$ cat config.mk
export PLATFORM = sky130hd
export DESIGN_NAME = ghash_ctrl_flat
export DESIGN_NICKNAME = d
export VERILOG_FILES = /design/src/rtl/ghash_pkg.sv /design/src/rtl/ghash_ctrl_if.sv /design/src/rtl/ghash_blk_cnt.sv /design/src/rtl/ghash_ctrl.sv /design/src/flat_wrapper.sv
export SDC_FILE = /design/constraint.sdc
export NUM_CORES = 1
export LEC_CHECK = 0
export ABC_AREA = 1
export CORE_MARGIN = 10
export CORE_UTILIZATION = 42
export DETAILED_ROUTE_END_ITERATION = 10
export PLACE_DENSITY = 0.74
export SYNTH_ARGS = -nofsm -noshare
export SYNTH_HDL_FRONTEND = slang
export SYNTH_SLANG_ARGS = --single-unit
$ cat constraint.sdc
create_clock -name clk -period 6 [get_ports clk]
set_input_delay 0.9 -clock clk [delete_from_list [all_inputs] [get_ports clk]]
set_output_delay 0.9 -clock clk [all_outputs]
set_load 0.02 [all_outputs]
$ cat src/rtl/ghash_pkg.sv
// Shared definitions for the GHASH sequencing controller.
//   - MUX_* : datapath input-select encodings (AAD, ciphertext, length block)
//   - ghash_state_e : controller state enumeration
//   - BLK_CNT_W : width of the per-message 128-bit block counters
//   - blk_count() : bit length to number of 128-bit blocks, rounded up
package ghash_pkg;

  localparam int unsigned BLK_CNT_W = 57;

  localparam logic [1:0] MUX_AAD = 2'b00;
  localparam logic [1:0] MUX_CT  = 2'b01;
  localparam logic [1:0] MUX_LEN = 2'b10;

  typedef enum logic [3:0] {
    IDLE,
    INIT_CLR,
    INIT_ZS,
    AAD_ABS,
    AAD_MUL,
    CT_ABS,
    CT_MUL,
    LEN_ABS,
    LEN_MUL,
    DONE
  } ghash_state_e;

  // Ceiling of len_bits / 128. Computed as whole blocks plus one for any
  // partial block, so no wider intermediate sum is needed.
  function automatic logic [BLK_CNT_W-1:0] blk_count(input logic [63:0] len_bits);
    logic [BLK_CNT_W-1:0] whole;
    whole = len_bits[63:7];
    return whole + BLK_CNT_W'(|len_bits[6:0]);
  endfunction

endpackage

$ cat src/rtl/ghash_ctrl_if.sv
// Block-stream and tag handshake bundle between the GHASH controller and its
// neighbours.
//   in_valid  : upstream has a block on the datapath inputs
//   in_ready  : controller absorbs the block this cycle (with in_valid)
//   tag_valid : datapath S register holds the final GHASH value
//   tag_ready : downstream consumed the tag
// Modports: master = environment (upstream source / tag sink), slave = controller.
interface ghash_ctrl_if;
  logic in_valid;
  logic in_ready;
  logic tag_valid;
  logic tag_ready;

  modport master (
    output in_valid,
    output tag_ready,
    input  in_ready,
    input  tag_valid
  );

  modport slave (
    input  in_valid,
    input  tag_ready,
    output in_ready,
    output tag_valid
  );
endinterface

$ cat src/rtl/ghash_blk_cnt.sv
// Loadable down-counter of 128-bit blocks.
//   clk, rst     : clock, synchronous active-high reset
//   load_i       : load load_val_i (takes priority over dec_i)
//   load_val_i   : block count to load
//   dec_i        : decrement by one (saturates at zero)
//   zero_o       : count is zero
//   last_o       : count is one, i.e. zero after the next decrement
module ghash_blk_cnt
  import ghash_pkg::*;
(
  input  logic                 clk,
  input  logic                 rst,
  input  logic                 load_i,
  input  logic [BLK_CNT_W-1:0] load_val_i,
  input  logic                 dec_i,
  output logic                 zero_o,
  output logic                 last_o
);

  logic [BLK_CNT_W-1:0] cnt_q, cnt_d;

  always_comb begin
    cnt_d = cnt_q;
    if (load_i) begin
      cnt_d = load_val_i;
    end else if (dec_i && (cnt_q != '0)) begin
      cnt_d = cnt_q - BLK_CNT_W'(1);
    end
  end

  always_ff @(posedge clk) begin
    if (rst) begin
      cnt_q <= '0;
    end else begin
      cnt_q <= cnt_d;
    end
  end

  assign zero_o = (cnt_q == '0);
  assign last_o = (cnt_q == BLK_CNT_W'(1));

endmodule

$ cat src/rtl/ghash_ctrl.sv
// Sequencing controller for the GHASH datapath. Per message it clears the
// accumulator, zeroes S, absorbs nA AAD blocks and nC ciphertext blocks, then
// the GCM length block, and finally holds tag_valid until tag_ready.
//   clk, rst        : clock, synchronous active-high reset
//   h_load_i        : load hash key H (IDLE only)
//   start_i         : begin a message (IDLE only)
//   aad_len_bits_i  : AAD length in bits, sampled on accepted start
//   ct_len_bits_i   : ciphertext length in bits, sampled on accepted start
//   bus             : block and tag handshakes (slave side)
//   h_reg_en_o, mux_sel_o, ac_reg_en_o, ac_clr_o, s_reg_en_o : datapath controls
//   length_data_o   : registered {aad_len_bits, ct_len_bits} length block
//   busy_o          : high in every state except IDLE
module ghash_ctrl
  import ghash_pkg::*;
#(
  // Only 128 is meaningful; the length block is two 64-bit fields.
  parameter int unsigned WIDTH = 128
) (
  input  logic             clk,
  input  logic             rst,
  input  logic             h_load_i,
  input  logic             start_i,
  input  logic [63:0]      aad_len_bits_i,
  input  logic [63:0]      ct_len_bits_i,
  ghash_ctrl_if.slave      bus,
  output logic             h_reg_en_o,
  output logic [1:0]       mux_sel_o,
  output logic             ac_reg_en_o,
  output logic             ac_clr_o,
  output logic             s_reg_en_o,
  output logic [WIDTH-1:0] length_data_o,
  output logic             busy_o
);

  ghash_state_e     state_q, state_d;
  logic [WIDTH-1:0] length_q;

  logic start_acc;
  logic aad_zero, aad_last;
  logic ct_zero, ct_last;
  logic in_ready, tag_valid;

  assign start_acc = (state_q == IDLE) && start_i;

  ghash_blk_cnt u_aad_cnt (
    .clk        (clk),
    .rst        (rst),
    .load_i     (start_acc),
    .load_val_i (blk_count(aad_len_bits_i)),
    .dec_i      (state_q == AAD_MUL),
    .zero_o     (aad_zero),
    .last_o     (aad_last)
  );

  ghash_blk_cnt u_ct_cnt (
    .clk        (clk),
    .rst        (rst),
    .load_i     (start_acc),
    .load_val_i (blk_count(ct_len_bits_i)),
    .dec_i      (state_q == CT_MUL),
    .zero_o     (ct_zero),
    .last_o     (ct_last)
  );

  always_ff @(posedge clk) begin
    if (rst) begin
      state_q  <= IDLE;
      length_q <= '0;
    end else begin
      state_q <= state_d;
      if (start_acc) begin
        length_q <= WIDTH'({aad_len_bits_i, ct_len_bits_i});
      end
    end
  end

  always_comb begin
    state_d     = state_q;
    h_reg_en_o  = 1'b0;
    mux_sel_o   = MUX_AAD;
    ac_reg_en_o = 1'b0;
    ac_clr_o    = 1'b0;
    s_reg_en_o  = 1'b0;
    in_ready    = 1'b0;
    tag_valid   = 1'b0;

    unique case (state_q)
      IDLE: begin
        h_reg_en_o = h_load_i;
        if (start_i) begin
          state_d = INIT_CLR;
        end
      end

      INIT_CLR: begin
        ac_clr_o = 1'b1;
        state_d  = INIT_ZS;
      end

      // S <= H * 0 = 0; counts were loaded on start so the flags are valid here.
      INIT_ZS: begin
        s_reg_en_o = 1'b1;
        if (!aad_zero) begin
          state_d = AAD_ABS;
        end else if (!ct_zero) begin
          state_d = CT_ABS;
        end else begin
          state_d = LEN_ABS;
        end
      end

      AAD_ABS: begin
        mux_sel_o   = MUX_AAD;
        in_ready    = 1'b1;
        ac_reg_en_o = bus.in_valid;
        if (bus.in_valid) begin
          state_d = AAD_MUL;
        end
      end

      // The counter decrements this cycle, so "last" means none remain after it.
      AAD_MUL: begin
        mux_sel_o  = MUX_AAD;
        s_reg_en_o = 1'b1;
        if (!aad_last) begin
          state_d = AAD_ABS;
        end else if (!ct_zero) begin
          state_d = CT_ABS;
        end else begin
          state_d = LEN_ABS;
        end
      end

      CT_ABS: begin
        mux_sel_o   = MUX_CT;
        in_ready    = 1'b1;
        ac_reg_en_o = bus.in_valid;
        if (bus.in_valid) begin
          state_d = CT_MUL;
        end
      end

      CT_MUL: begin
        mux_sel_o  = MUX_CT;
        s_reg_en_o = 1'b1;
        state_d    = ct_last ? LEN_ABS : CT_ABS;
      end

      LEN_ABS: begin
        mux_sel_o   = MUX_LEN;
        ac_reg_en_o = 1'b1;
        state_d     = LEN_MUL;
      end

      LEN_MUL: begin
        mux_sel_o  = MUX_LEN;
        s_reg_en_o = 1'b1;
        state_d    = DONE;
      end

      DONE: begin
        tag_valid = 1'b1;
        if (bus.tag_ready) begin
          state_d = IDLE;
        end
      end

      default: begin
        state_d = IDLE;
      end
    endcase
  end

  assign bus.in_ready  = in_ready;
  assign bus.tag_valid = tag_valid;
  assign length_data_o = length_q;
  assign busy_o        = (state_q != IDLE);

endmodule

$ cat src/flat_wrapper.sv
// flat-port wrapper written by rule: the top's interface ports become plain ports
module ghash_ctrl_flat import ghash_pkg::*;
#(
                                                                   
  parameter int unsigned WIDTH = 128
)
  (clk, rst, h_load_i, start_i, aad_len_bits_i, ct_len_bits_i, h_reg_en_o, mux_sel_o, ac_reg_en_o, ac_clr_o, s_reg_en_o, length_data_o, busy_o, bus_in_valid, bus_tag_ready, bus_in_ready, bus_tag_valid);
  ghash_ctrl_if bus_i ();
  input  logic clk;
  input  logic rst;
  input  logic h_load_i;
  input  logic start_i;
  input  logic [63:0] aad_len_bits_i;
  input  logic [63:0] ct_len_bits_i;
  output logic h_reg_en_o;
  output logic [1:0] mux_sel_o;
  output logic ac_reg_en_o;
  output logic ac_clr_o;
  output logic s_reg_en_o;
  output logic [WIDTH-1:0] length_data_o;
  output logic busy_o;
  input wire logic [$bits(bus_i.in_valid)-1:0] bus_in_valid;
  input wire logic [$bits(bus_i.tag_ready)-1:0] bus_tag_ready;
  output wire logic [$bits(bus_i.in_ready)-1:0] bus_in_ready;
  output wire logic [$bits(bus_i.tag_valid)-1:0] bus_tag_valid;
  assign bus_i.in_valid = bus_in_valid;
  assign bus_i.tag_ready = bus_tag_ready;
  assign bus_in_ready = bus_i.in_ready;
  assign bus_tag_valid = bus_i.tag_valid;
  ghash_ctrl #(.WIDTH(WIDTH)) u_core (.clk(clk), .rst(rst), .h_load_i(h_load_i), .start_i(start_i), .aad_len_bits_i(aad_len_bits_i), .ct_len_bits_i(ct_len_bits_i), .bus(bus_i), .h_reg_en_o(h_reg_en_o), .mux_sel_o(mux_sel_o), .ac_reg_en_o(ac_reg_en_o), .ac_clr_o(ac_clr_o), .s_reg_en_o(s_reg_en_o), .length_data_o(length_data_o), .busy_o(busy_o));
endmodule
==> run metrics <==
Post-synth EDFFs=0; Power Density=352 nW/µm²; Worst-Margin Slew=0.978 ns; clock skew=0.0280 ns; # IOs=271; Yosys cell types=44; multiplexer area fraction after synthesis=0.125%; CTS Root Cell=clkbuf_16; synthesis-to-layout area growth=23.2%; WHS Path Cells=2; Gate Count Post-Synth=2863; Tcrit/Tclk final=56.3%; Pre-antenna DRT Iters=6; Sw Ratio=43.7%; commonest cells after routing, fill and taps aside=nand2_1 (725), nor2_1 (598), clkdlybuf4s50_1 (269), dfxtp_1 (246), inv_1 (232); end of the worst hold path=u_core.length_data_o[123]$_SDFFE_PP0P_; Slew headroom=34.8%; Initial DRC Count=2548; r2r endpoint=u_core.u_ct_cnt.cnt_q[44]$_SDFFE_PP0P_; XOR/XNOR Fraction of Synth Area=4.44%; final RePlAce weighted congestion=1.01; unrepaired setup endpoints after global routing=no; pin count of the biggest net entering global routing=158; main combinational cell family by area after synthesis=simple AND/OR/NAND/NOR gates; die width=221 µm; DP HPWL=56.3 mm; ANT cells=0; HP Start=u_core.length_data_o[123]$_SDFFE_PP0P_; Non-Filler Instances=3618; Post-CTS Resized=0; Clock Tree Buf Depth=3; number of global-route vias before repair=18700; initial core utilization=42.6%; layout cell share with drive strength beyond 1=4.98%; kind of critical path=primary input to register; number of clock sinks=246; critical-path cell list=clkdlybuf4s50_1 -> inv_1 -> nor2_4 -> inv_6 -> nand2_2 -> buf_4 -> o21ai_0 -> inv_1 -> o21ai_0 -> nor2_1; Yosys Warn Count=0; Crit Path Max Fanout=112; Sequential Power Share=30.2%; Filler cells=4141; Die Ht=221 µm; complex-gate fraction of the synthesized area=13.6%; Pleak=8.71 nW; clk slew on worst S/H paths=0.06 ns; number of CTS-inserted buffers=30; number of synthesized register bits=246; sequential share of the synthesized area=29.0%; # hold bufs at CTS=0; reg2reg path depth=10; status=complete, no violations; top_reg_cell synth=dfxtp_1; Critical Path RT=6.53 ns; endpoints failing setup=0; DRC viols=0; Slew Limit Fails=0; Setup TNS Final=0 ns; Die ar.=48800 µm²; CP peak stage delay=0.74 ns; Switch Pwr=3.22 mW; Core Footprint=39800 µm²; crit path DAT=3.91 ns; Int Power=4.14 mW; Post-Syn Nets=3007; Post-synth ARST share=0%; antenna violations before repair=1; vias per inst=5.58; CTS tree=done; Final Critical Period=3.38 ns; post-synthesis average cell area=5.92 µm²; clock power share=25.9%; Routed Antenna Nets=0; Hold Crit Class=register to register; Synth Area in Simple Gates=43.6%; first-pass GRT wire length=111 mm; grt ovf=0; mapped cell area=17000 µm²; Fmax=0.296 GHz; Synth Area in Adders=0.738%; post-layout util=52.4%; Critical-path top delay cell=nand2_2; Max rail drop VDD=0.229 mV; commonest non-fill, non-tap cell in the layout=nand2_1; Overall Global Routing Usage=28.1%; via count=20200; Setup crit end kind=register; Worst-Skew Late Latency=0.60 ns; Comb power frac=43.9%; R2R setup slack=2.78 ns; IO buf count=270; CP Launch Type=primary input; Post-Place Cells=3564; number of max-cap violations=0; Routed WL=73.0 mm; Post CTS Setup Buffer Count=0; per-cell routed wire length=20.2 µm; Fin. Hold Viols=0; Net count, final=3215; htree depth=1; Row Count=73; worst r2r src=u_core.state_q[2]$_SDFFE_PP0P_
synthesized netlist by cell type, types with 34 or more instances:
master	number	area share [%]
a21oi_1	136	4.0
buf_2	37	1.1
clkbuf_1	50	1.1
dfxtp_1	246	29
inv_1	233	5.2
nand2_1	725	16
nand3_1	214	6.3
nand4_1	58	2.1
nor2_1	598	13
nor2_2	34	1.3
nor3_1	57	1.7
o21ai_0	219	6.5
xor2_1	53	2.7
power groups by stage:
stage	Sequential [mW]	Combinational [mW]	Clock [mW]
floorplan	2.35	1.95	0
global placement	2.22	3.11	0
detailed placement	2.24	3.15	0
CTS	2.21	3.17	1.92
global route	2.25	3.54	1.98
finish	2.22	3.23	1.91
layer usage:
layer	vias to the layer above	part of all wire, %	track usage, %
met3	105	12	6.08
met1	9301	44	40.5
met5	-	0.011	0
li1	9661	-	-
met4	2	1.8	5.57
met2	1120	42	41.8
sequential cells by signal, indices dropped and copies added (netlist names):
name / cells
u_core.u_ct_cnt.cnt_q: 57
u_core.state_q: 4
u_core.length_data_o: 128
u_core.u_aad_cnt.cnt_q: 57
per-stage QoR:
| step | setup WS, ns | hold slack (ns) | total power, mW | area [µm²] |
|---|---|---|---|---|
| 2_1_floorplan | 3.38 | 0.453 | 4.30 | 17000 |
| 5_1_grt | 2.41 | 0.475 | 7.77 | 20900 |
| 3_5_place_dp | 2.03 | 0.453 | 5.39 | 19900 |
| 6_report | 2.62 | 0.463 | 7.36 | 20900 |
| 4_1_cts | 2.65 | 0.463 | 7.30 | 20900 |
| 3_3_place_gp | 2.14 | 0.449 | 5.34 | 19900 |
cell families after synthesis:
family,count (synthesis)
fa+ha+maj,10
buf+inv,340
compound gates,424
flops,246
mux,2
xor+xnor,86
simple gates,1755
how the worst max path moves through the flow:
stage               slack, ns         startpoint                                       to  depth (start not counted)
floorplan                3.38  aad_len_bits_i[0]  u_core.u_aad_cnt.cnt_q[44]$_SDFFE_PP0P_                         16
finish                   2.62            start_i   u_core.u_ct_cnt.cnt_q[44]$_SDFFE_PP0P_                         10
CTS                      2.65            start_i   u_core.u_ct_cnt.cnt_q[44]$_SDFFE_PP0P_                         10
detailed placement       2.03            start_i   u_core.u_ct_cnt.cnt_q[44]$_SDFFE_PP0P_                         10
global route             2.41            start_i   u_core.u_ct_cnt.cnt_q[44]$_SDFFE_PP0P_                         10
global placement         2.14            start_i   u_core.u_ct_cnt.cnt_q[44]$_SDFFE_PP0P_                         10
area by class of cell:
cell class	count	area, µm²	area share [%]
Sequential cell	246	4920	23.6
Clock buffer	40	818	3.92
Tap cell	525	657	3.15
Timing Repair Buffer	278	2790	13.3
Multi-Input combinational cell	2277	10600	50.8
Inverter	238	906	4.34
Clock inverter	14	189	0.905
worst max-delay path: cells and delay by family:
kind                   cells  cell delay (ns)
AOI/OAI and AO/OA          2             0.21
buffers and inverters      5             1.47
and+or+nand+nor            3             1.27
(Power assumes the default switching activity.)
